File: src/rtl/sync_fifo_hs.sv
// Single-clock FWFT FIFO with valid/ready handshakes, occupancy count,
// registered almost-full/almost-empty flags, synchronous flush and high-water mark.
module sync_fifo_hs #(
    parameter  int DATA_W    = 8,
    parameter  int DEPTH     = 8,
    parameter  int AF_THRESH = DEPTH - 2,
    parameter  int AE_THRESH = 1,
    localparam int CNT_W     = $clog2(DEPTH) + 1
) (
    input  logic              clkin,
    input  logic              rstin,
    input  logic              flush,
    input  logic              ivalid,
    output logic              iready,
    input  logic [DATA_W-1:0] din,
    output logic              ovalid,
    input  logic              oready,
    output logic [DATA_W-1:0] dout,
    output logic [CNT_W-1:0]  count,
    output logic              almost_full,
    output logic              almost_empty,
    output logic [CNT_W-1:0]  hwm
);

    localparam int PTR_W = $clog2(DEPTH);

    if (DATA_W < 1) begin : g_bad_width
        $error("sync_fifo_hs: DATA_W must be >= 1");
    end
    if (DEPTH < 2 || (DEPTH & (DEPTH - 1)) != 0) begin : g_bad_depth
        $error("sync_fifo_hs: DEPTH must be a power of two >= 2");
    end
    if (AF_THRESH < 1 || AF_THRESH > DEPTH) begin : g_bad_af
        $error("sync_fifo_hs: AF_THRESH must be in 1..DEPTH");
    end
    if (AE_THRESH < 0 || AE_THRESH > DEPTH - 1) begin : g_bad_ae
        $error("sync_fifo_hs: AE_THRESH must be in 0..DEPTH-1");
    end

    logic [DATA_W-1:0] mem_q [DEPTH];
    logic [DATA_W-1:0] mem_d [DEPTH];
    logic [PTR_W-1:0]  wr_ptr_q, wr_ptr_d;
    logic [PTR_W-1:0]  rd_ptr_q, rd_ptr_d;
    logic [CNT_W-1:0]  count_q, count_d;
    logic [CNT_W-1:0]  hwm_q, hwm_d;
    logic              af_q, af_d;
    logic              ae_q, ae_d;
    logic              wr_en, rd_en;

    // Handshake readiness is derived purely from registered occupancy.
    assign iready       = (count_q != CNT_W'(DEPTH));
    assign ovalid       = (count_q != '0);
    assign dout         = mem_q[rd_ptr_q];
    assign count        = count_q;
    assign hwm          = hwm_q;
    assign almost_full  = af_q;
    assign almost_empty = ae_q;

    assign wr_en = ivalid && iready && !flush;
    assign rd_en = ovalid && oready && !flush;

    always_comb begin
        mem_d    = mem_q;
        wr_ptr_d = wr_ptr_q;
        rd_ptr_d = rd_ptr_q;
        count_d  = count_q;
        if (wr_en) begin
            mem_d[wr_ptr_q] = din;
            wr_ptr_d        = wr_ptr_q + PTR_W'(1);
        end
        if (rd_en) begin
            rd_ptr_d = rd_ptr_q + PTR_W'(1);
        end
        case ({wr_en, rd_en})
            2'b10:   count_d = count_q + CNT_W'(1);
            2'b01:   count_d = count_q - CNT_W'(1);
            default: count_d = count_q;
        endcase
        hwm_d = (count_d > hwm_q) ? count_d : hwm_q;
        if (flush) begin
            wr_ptr_d = '0;
            rd_ptr_d = '0;
            count_d  = '0;
            hwm_d    = '0;
        end
        // Flags track the next-state count so they move on the same edge as count.
        af_d = (count_d >= CNT_W'(AF_THRESH));
        ae_d = (count_d <= CNT_W'(AE_THRESH));
    end

    always_ff @(posedge clkin) begin
        mem_q <= mem_d;
        if (rstin) begin
            wr_ptr_q <= '0;
            rd_ptr_q <= '0;
            count_q  <= '0;
            hwm_q    <= '0;
            af_q     <= 1'b0;
            ae_q     <= 1'b1;
        end else begin
            wr_ptr_q <= wr_ptr_d;
            rd_ptr_q <= rd_ptr_d;
            count_q  <= count_d;
            hwm_q    <= hwm_d;
            af_q     <= af_d;
            ae_q     <= ae_d;
        end
    end

endmodule

File: config.mk
export PLATFORM = sky130hd
export DESIGN_NAME = sync_fifo_hs
export DESIGN_NICKNAME = d
export VERILOG_FILES = /design/src/rtl/sync_fifo_hs.sv
export SDC_FILE = /design/constraint.sdc
export NUM_CORES = 1
export LEC_CHECK = 0
export CAP_MARGIN = 40
export CORE_MARGIN = 4
export CORE_UTILIZATION = 56
export CTS_BUF_LIST = sky130_fd_sc_hd__clkbuf_16
export DETAILED_ROUTE_END_ITERATION = 12
export PLACE_DENSITY_LB_ADDON = 0.05
export SYNTH_ARGS = -nofsm -noshare
export SYNTH_HDL_FRONTEND = slang
export SYNTH_SLANG_ARGS = --single-unit
File: constraint.sdc
create_clock -name clkin -period 4.44 [get_ports clkin]
set_clock_uncertainty 0.1 [all_clocks]
set_input_delay 0.888 -clock clkin [delete_from_list [all_inputs] [get_ports clkin]]
set_output_delay 0.888 -clock clkin [all_outputs]
set_load 0.1 [all_outputs]
==> flow_summary_export.csv <==
group,metric,value,unit
synth,netlist_instances,207,
power,p_leak,1.50,nW
drt,drc,0,
place,place_congestion,0.800,
synth,synth_warnings,0,
final_layout,drive_gt1_share,31.1,%
clocking,insertion_delay,0.33,ns
place,numPortBuffers,32,
synth,synth-seq-cells,80,
synth,syn_area_per_cell,16.4,um2
sta,setup_tns,0,ns
drt,ant_nets,0,
floorplan,die_h,85.9,um
drt,num_vias,1975,
global_route,gr-usage-met3,4.42,%
place,dp.cells,328,
worst_setup_path,cpPeakStageDelay,0.54,ns
synth,yosys-top-cells-area,"edfxtp_1 57%, mux4_2 11%, dfxtp_1 9.4%, ha_1 3.3%, mux2_2 2.7%",
drt,wl_per_cell,19.5,um
synth,seq_area_frac_synth,66.0,%
worst_setup_path,cp_top_family,"simple AND/OR/NAND/NOR gates",
final_layout,finalNonFillerCells,345,
final_layout,diodes,0,
clocking,h-tree-depth,3,
worst_setup_path,arrival,4.28,ns
final_layout,nFillCells,382,
global_route,antenna_found_initial,0,
floorplan,dieArea,7370,um2
global_route,grt_max_degree,19,
sta,rsz0062_at_grt,"no",
global_route,grtUsageMet2,33.2,%
clocking,ctsResizeCount,0,
synth,synth.net_count,230,
clocking,clk_path_buf_depth,2,
global_route,use_met1,26.9,%
final_layout,final_util,73.1,%
worst_setup_path,crit_fanout,5,
clocking,clk_pin_slew,0.06,ns
floorplan,rows,28,
floorplan,ios,33,
drt,viasPerCell,5.72,
worst_setup_path,crit_required,4.61,ns
sta,final-setup-viol-count,0,
place,dp_hpwl,4.45,mm
drt,firstDrtPassIters,4,
sta,finalHoldViolCount,0,
synth,synth_top_area_share,56.6,%
synth,synth_area,3400,um2
worst_setup_path,start_kind,"primary input",
worst_setup_path,cp-end-kind,"flip-flop",
drt,drtIter0Drc,105,
global_route,grt_pass1_wl,11.1,mm
global_route,first_global_vias,2139,
clocking,cts_tree,"built",
job,maxCapViolations,0,
power,power_density,394,nW/um2
floorplan,die_w,85.9,um
final_layout,area_growth,26.7,%
final_layout,nets,288,
sta,period_share,92.6,%
min_path,min_path_type,"reg2reg",
floorplan,coreArea,5890,um2
sta,fin_crit,4.11,ns
worst_setup_path,cp_cell_sequence,"clkdlybuf4s50_1 > nand2_2 > or2_2 > ha_1 > ha_1 > nor4b_2 > a211oi_1 > a211oi_2 > inv_1 > ha_1 > nand4b_1 > and3_1 > or3_1 > a21oi_1",
synth,ys_types,40,
sta,tightest_slew,0.904,ns
clocking,cts_setup_buffers,0,
worst_setup_path,crit_buf_inv,2,
synth,yosysTopAreaCell,"edfxtp_1",
outcome,status,"complete, no violations",
global_route,grt_usage,20.5,%
clocking,cts.sinks,80,
sta,drv_slew,0,
clocking,numCtsBuffers,9,
sta,max_freq,243,MHz
worst_setup_path,critPathKind,"in2reg",
floorplan,start_util,57.7,%
clocking,holdBufCountCts,0,
global_route,top_usage_layer,"met2",
global_route,overflow,0,
worst_setup_path,crit_slowest_cell,"clkdlybuf4s50_1",
power,ir_drop,0.268,mV
drt,wirelength,6.74,mm
worst_setup_path,cp_common_cell,"ha_1",
clocking,clock-root-buffer,"clkbuf_16",
sta,slew-limit-headroom,39.7,%
-- power by group --
group	internal [mW]	total, mW	switching [mW]
sequential	0.818	0.825	0.00670
combinational	0.0607	0.171	0.111
clock	0.388	0.697	0.309
total	1.27	1.69	0.426
-- metal layers --
| layer | vias up | wire length (um) |
|---|---|---|
| met1 | 988 | 2900 |
| met5 | - | 0 |
| li1 | 932 | - |
| met2 | 43 | 3370 |
| met3 | 12 | 323 |
| met4 | 0 | 150 |
-- layout by cell type, fill, tap and decap left out, types with 3 or more instances in the layout --
| master | n |
|---|---|
| a21oi_1 | 9 |
| buf_4 | 20 |
| buf_8 | 12 |
| clkbuf_16 | 9 |
| clkdlybuf4s50_1 | 24 |
| clkinvlp_4 | 3 |
| dfxtp_1 | 12 |
| dfxtp_2 | 4 |
| edfxtp_1 | 64 |
| ha_1 | 9 |
| inv_1 | 7 |
| inv_6 | 3 |
| mux2_2 | 8 |
| mux2i_1 | 3 |
| mux4_2 | 16 |
| nand2_1 | 4 |
| nand3_1 | 5 |
| nand4b_1 | 3 |
| nor2_1 | 18 |
| nor3b_1 | 3 |
| xor2_1 | 4 |
-- kinds of logic (layout without fill, tap and decap cells) --
family,Yosys count,count (layout),synth area share (%)
flip-flops,80,80,66.0
AND/OR/NAND/NOR,49,49,8.03
multiplexers,27,27,14.1
adder cells (fa/ha/maj),10,10,3.91
AO/OA/AOI/OAI,19,19,4.13
XOR/XNOR,6,6,1.55
buffers and inverters,16,79,2.21
-- synthesized netlist by cell type (all sizes together) --
cell type  number
nand4           1
or3             2
dfxtp          16
edfxtp         64
ha              9
a211oi          2
o21ai           2
buf             6
clkbuf          3
or2             2
or4b            1
nor3            2
o21a            1
inv             7
and3            1
and4            2
a2111oi         1
a21oi           9
nand2b          2
a311oi          2
nand2           5
a31o            1
or4             1
fa              1
nor4b           1
nor3b           3
o41ai           1
xnor2           2
mux2i           3
nor2           18
nand4b          3
mux2            8
xor2            4
mux4           16
nand3           5
-- sequential cells by signal, indices dropped and copies added, names as in the netlist --
register and cells:
hwm 4, almost_empty 1, rd_ptr_q 3, almost_full 1, count 4, mem_q 64, wr_ptr_q 3
-- metrics by stage --
| stage | instance area (um2) | hold slack [ns] | worst slack [ns] | total power, mW |
|---|---|---|---|---|
| after floorplan | 3400 | 0.398 | 0.0721 | 0.950 |
| after global placement | 3800 | 0.386 | 0.165 | 0.990 |
| after detailed placement | 4010 | 0.418 | 0.00462 | 1.01 |
| after CTS | 4290 | 0.427 | 0.356 | 1.70 |
| after global routing | 4300 | 0.442 | 0.0948 | 1.75 |
| final | 4300 | 0.419 | 0.329 | 1.69 |
-- tightest hold or removal path, cell delays in order, from the launching register on --
cell and delay (ns):
dfxtp_1 0.32, o21ai_0 0.08, a21oi_1 0.07
-- worst paths after layout --
| check | start | end | slack, ns | cells past startpoint |
|---|---|---|---|---|
| worst max-delay path | ivalid | hwm[0] | 0.33 | 14 |
| worst max register to register | count[0] | hwm[0] | 0.60 | 14 |
| worst min register to register | hwm[2] | hwm[2] | 0.42 | 2 |
| worst min-delay path | hwm[2] | hwm[2] | 0.42 | 2 |
-- area by class of cell --
type | count | area, um2 | area share (%)
Sequential cell | 80 | 2250 | 52.2
Multi-Input combinational cell | 111 | 1080 | 25.1
Timing Repair Buffer | 56 | 571 | 13.3
Clock buffer | 9 | 225 | 5.24
Tap cell | 75 | 93.8 | 2.18
Clock inverter | 7 | 60.1 | 1.40
Inverter | 7 | 26.3 | 0.611
Note: power is estimated with default switching activity, not from simulation.
